`config.mk`:
```
export PLATFORM = sky130hd
export DESIGN_NAME = dct8_transpose_buf
export DESIGN_NICKNAME = d
export VERILOG_FILES = /design/src/rtl/dct8_transpose_buf.sv
export SDC_FILE = /design/constraint.sdc
export NUM_CORES = 2
export LEC_CHECK = 0
export BUFFER_PORTS_ARGS = -buffer_cell sky130_fd_sc_hd__buf_2
export CAP_MARGIN = 25
export CELL_PAD_IN_SITES_DETAIL_PLACEMENT = 0
export CELL_PAD_IN_SITES_GLOBAL_PLACEMENT = 1
export CORE_ASPECT_RATIO = 0.8
export CORE_MARGIN = 2
export CORE_UTILIZATION = 49
export DETAILED_ROUTE_END_ITERATION = 6
export GPL_TIMING_DRIVEN = 0
export MAX_ROUTING_LAYER = met4
export PLACE_DENSITY = 0.82
export SYNTH_ARGS = -nofsm -noshare
export SYNTH_HDL_FRONTEND = slang
export SYNTH_SLANG_ARGS = --single-unit
```
`constraint.sdc`:
```
create_clock -name clk -period 7.5 [get_ports clk]
set_input_delay 0.75 -clock clk [delete_from_list [all_inputs] [get_ports clk]]
set_output_delay 0.75 -clock clk [all_outputs]
set_load 0.05 [all_outputs]
```
`src/rtl/dct8_transpose_buf.sv`:
```
// Ping-pong 8x8 transpose buffer between row-pass and column-pass DCT stages.
// Latency: column 0 is registered one edge after the row-7 write; then 1 column/cycle.
// Backpressure: in_ready = !full[wr_bank]; output holds stable while valid_out && !out_ready.
//
// Ports:
//   clk, rst_n           clock, synchronous active-low reset
//   valid_in, data_in    one row per handshake (data_in[c] = column c), in_ready qualifies
//   valid_out, out_ready column handshake to the column DCT
//   data_out             column vector (data_out[r] = row r)
//   out_col, out_last    column index of data_out, high on column 7
module dct8_transpose_buf #(
    parameter int DATA_W = 16,
    parameter int N      = 8
) (
    input  logic              clk,
    input  logic              rst_n,
    input  logic              valid_in,
    input  logic [DATA_W-1:0] data_in [N-1:0],
    output logic              in_ready,
    output logic              valid_out,
    input  logic              out_ready,
    output logic [DATA_W-1:0] data_out [N-1:0],
    output logic [2:0]        out_col,
    output logic              out_last
);

    localparam logic [2:0] LAST_IDX = 3'(N - 1);

    // Two banks of N x N words, indexed [bank][row][col]. Not cleared by reset:
    // the full flags alone decide whether a bank's contents are meaningful.
    logic [DATA_W-1:0] mem [2][N][N];

    logic [1:0] full;
    logic [1:0] full_nxt;
    logic       wr_bank;
    logic [2:0] wr_row;
    logic       rd_bank;
    logic [2:0] rd_col;

    logic wr_en;
    logic rd_en;

    // in_ready depends on registered state only.
    assign in_ready = !full[wr_bank];
    assign wr_en    = valid_in && in_ready;
    // Load the output register when a full bank is waiting and the register
    // is either empty or being emptied by a transfer this cycle.
    assign rd_en    = full[rd_bank] && (!valid_out || out_ready);

    // A write needs !full and a read needs full, so when both complete a block
    // in the same cycle they necessarily touch different banks.
    always_comb begin
        full_nxt = full;
        if (wr_en && (wr_row == LAST_IDX)) begin
            full_nxt[wr_bank] = 1'b1;
        end
        if (rd_en && (rd_col == LAST_IDX)) begin
            full_nxt[rd_bank] = 1'b0;
        end
    end

    // Bank storage write port.
    always_ff @(posedge clk) begin
        if (rst_n && wr_en) begin
            for (int c = 0; c < N; c++) begin
                mem[wr_bank][wr_row][c] <= data_in[c];
            end
        end
    end

    // Pointers and flags.
    always_ff @(posedge clk) begin
        if (!rst_n) begin
            full    <= 2'b00;
            wr_bank <= 1'b0;
            wr_row  <= 3'd0;
            rd_bank <= 1'b0;
            rd_col  <= 3'd0;
        end else begin
            full <= full_nxt;
            if (wr_en) begin
                if (wr_row == LAST_IDX) begin
                    wr_bank <= !wr_bank;
                    wr_row  <= 3'd0;
                end else begin
                    wr_row  <= wr_row + 3'd1;
                end
            end
            if (rd_en) begin
                if (rd_col == LAST_IDX) begin
                    rd_bank <= !rd_bank;
                    rd_col  <= 3'd0;
                end else begin
                    rd_col  <= rd_col + 3'd1;
                end
            end
        end
    end

    // Output register: reads one column of the draining bank.
    always_ff @(posedge clk) begin
        if (!rst_n) begin
            valid_out <= 1'b0;
            out_col   <= 3'd0;
            out_last  <= 1'b0;
            for (int r = 0; r < N; r++) begin
                data_out[r] <= '0;
            end
        end else if (rd_en) begin
            valid_out <= 1'b1;
            out_col   <= rd_col;
            out_last  <= (rd_col == LAST_IDX);
            for (int r = 0; r < N; r++) begin
                data_out[r] <= mem[rd_bank][r][rd_col];
            end
        end else if (valid_out && out_ready) begin
            // Last column accepted with nothing queued: drop valid, keep data.
            valid_out <= 1'b0;
        end
    end

endmodule
```
==> qor.csv <==
metric,value,unit
cell area power density,246,mW/mm^2
"Hold Violations, Final",0,
"Slowest-stage cell, CP",clkbuf_1,
Worst Path Arrival,4.83,ns
overall die width,484,um
share of layout cells above drive strength 1,25.8,%
Worst-Skew Late Latency,0.89,ns
largest net degree at the start of global routing,70,
Die Area,0.188,sq mm
Max Fclk,236,MHz
Worst Path Buf+Inv,7,
max incr delay on CP,0.76,ns
PnR Total Power,25.5,mW
cell chain of the critical path,and2_1 > clkbuf_1 > and2_1 > buf_2 > buf_6 > nor2b_4 > buf_12 > buf_12 > buf_12 > buf_16,
Post-Layout Cell Count,8066,
Core Rows,140,
Area Growth Syn to Fin,14.5,%
setup_tns,0,ns
initial core utilization,49.5,%
ys flop type,edfxtp_1,
synth unique cells,42,
Num CTS Buffers,201,
Placed Area,0.0962,sq mm
Yosys reg bits,2192,
clk slew on worst S/H paths,0.06,ns
Worst Tran Pin Value,1.33,ns
grt ovf,0,
synthesis warning total,0,
clock skew,0.0305,ns
crit path time final,4.24,ns
Final setup viols,0,
H-tree depth,4,
post-layout instance area,0.103,sq mm
Total Wirelength,358000,um
CP startpoint kind,flip-flop,
Hold Buf Count CTS,0,
Post-Synthesis Cells,4853,
"Seq/Total Area, Yosys",71.3,%
P_leak,36.9,nW
Crit Path Max Fanout,31,
cell repeated most along the worst path,buf_12,
fin nets,5434,
Pre-antenna DRT Iters,7,
status,"finished, violations left",
Global Route Usage Sum,38.6,%
Iteration-0 DRC Markers,13482,
CTS sink cnt,2192,
Die Span Y,388,um
failing checks,design-rule violations,
PortBufs,153,
Clk Tree Root Cell,clkbuf_16,
Peak VDD IR,0.265,mV
TritonCTS clock tree,yes,
Via Count,58899,
async set or reset register ratio after synthesis,0,%
GP Congestion,0.979,
number of global-route vias before repair,53858,
first-pass GRT wire length,469000,um
DP HPWL,235000,um
post-synth top area cell,edfxtp_1,
slew margin rel.,11.4,%
via density per instance,7.30,
number of enable flip-flop cells after synthesis,2048,
worst min path class,in2reg,
area share of the largest cell type after synthesis,68.1,%
RSZ-0062 raised after global routing,false,
Post-Syn Nets,4989,
cts repair resizes,0,
WHS,0.210,ns
antenna-violating nets left,0,
core area,0.183,sq mm
max_cap viols,0,
placed cell count,7504,
required time worst endpoint,8.09,ns
"Setup Fix Bufs, Post-CTS",0,
initial antenna violation count,70,
Area contributors post-synth,"edfxtp_1, mux4_2, a21o_1, dfxtp_1, a22oi_1",
DR WL/cell,44.4,um
Top delay family on crit path,buffers and inverters,
nature of the critical path endpoint,flip-flop,
drt drc,19,
period utilization,56.6,%
synthesized area,0.0903,sq mm
kind of critical path,reg2reg,
Synth Area per Inst,18.6,sq um
io pins,266,
clk buf depth,3,
Pins Over Slew Limit,0,
synth_stat cells (2+ instances only):
cell type	number
a211oi_1	6
a21o_1	896
a21oi_1	107
a21oi_2	32
a22oi_1	249
and2_1	10
and3_1	9
buf_1	138
buf_2	124
buf_4	14
buf_6	65
clkbuf_1	138
dfxtp_1	144
edfxtp_1	2048
ha_1	4
inv_1	17
mux2_2	3
mux2i_1	16
mux4_2	504
nand2_1	20
nand2b_1	2
nand3_1	133
nor2_1	6
nor2b_1	18
o211ai_1	6
o21ai_0	6
o221ai_1	121
or3_1	2
xor2_1	2
stage by stage:
stage	utilization, %	setup slack (ns)
2_1_floorplan	-	1.80
3_3_place_gp	51.5	-0.198
3_5_place_dp	52.7	3.35
4_1_cts	56.3	3.33
5_1_grt	56.6	3.19
6_report	56.6	3.26
worst min-delay path, stage by stage:
cell,delay (ns)
buf_2,0.14
nand3_1,0.09
a21oi_1,0.05
final cells by class:
class	instances	area, sq um
Multi-Input combinational cell	2164	23400
Timing Repair Buffer	242	2750
Tap cell	2414	3020
Sequential cell	2192	64400
Clock buffer	264	5500
Inverter	17	63.8
Antenna cell	174	435
Clock inverter	119	1160
Buffer	480	2630
Fill cell	13633	79200
sequential cells by signal, summed over array words and instances (netlist names), named ones only:
signal,flops
full,2
mem,2048
out_last,1
wr_row,3
data_out,128
wr_bank,1
valid_out,1
out_col,3
rd_bank,1
rd_col,3
final timing paths:
path / start / endpoint / slack, ns / depth (start not counted)
worst max-delay path: wr_row[2] / mem[0][234] / 3.26 / 10
worst min-delay path: valid_in / wr_row[2] / 0.21 / 3
worst max register to register: wr_row[2] / mem[0][234] / 3.26 / 10
worst min register to register: out_last / out_last / 0.46 / 2
report_power, final:
group	switching, mW	internal, mW	total (mW)	leakage [nW]
clock network	4.78	5.81	10.6	3.26
registers	0.0170	13.5	13.5	19.6
logic	1.07	0.326	1.40	14.0
total	5.88	19.6	25.5	36.9
cell usage in the layout, fill, tap and decap left out, types with 36 or more instances in the layout:
cell	instances
buf_16	37
nand3_1	133
o221ai_1	121
buf_6	65
diode_2	174
dfxtp_1	144
a21oi_1	107
buf_12	36
a22oi_1	249
buf_2	373
edfxtp_1	2048
a21o_1	896
clkbuf_1	174
clkbuf_16	203
clkinv_1	38
mux4_2	504
buf_1	42
clkinv_2	38
metal layers:
layer	wire, um	global-route usage [%]
met1	113000	45.8
met2	148000	50.7
met3	68900	20.6
met4	28200	24.9
met5	0	-
cell families (layout without fill, tap and decap cells):
group / after synthesis / count (layout) / share of synthesized area [%]
fa+ha+maj: 4 / 4 / 0.0554
flops: 2192 / 2192 / 71.3
compound gates: 1428 / 1428 / 11.8
simple gates: 206 / 206 / 1.18
other cells: 0 / 174 / 0
mux: 524 / 524 / 12.8
xor+xnor: 2 / 2 / 0.0194
buf+inv: 497 / 1122 / 2.84
Note: power is estimated with default switching activity, not from simulation.
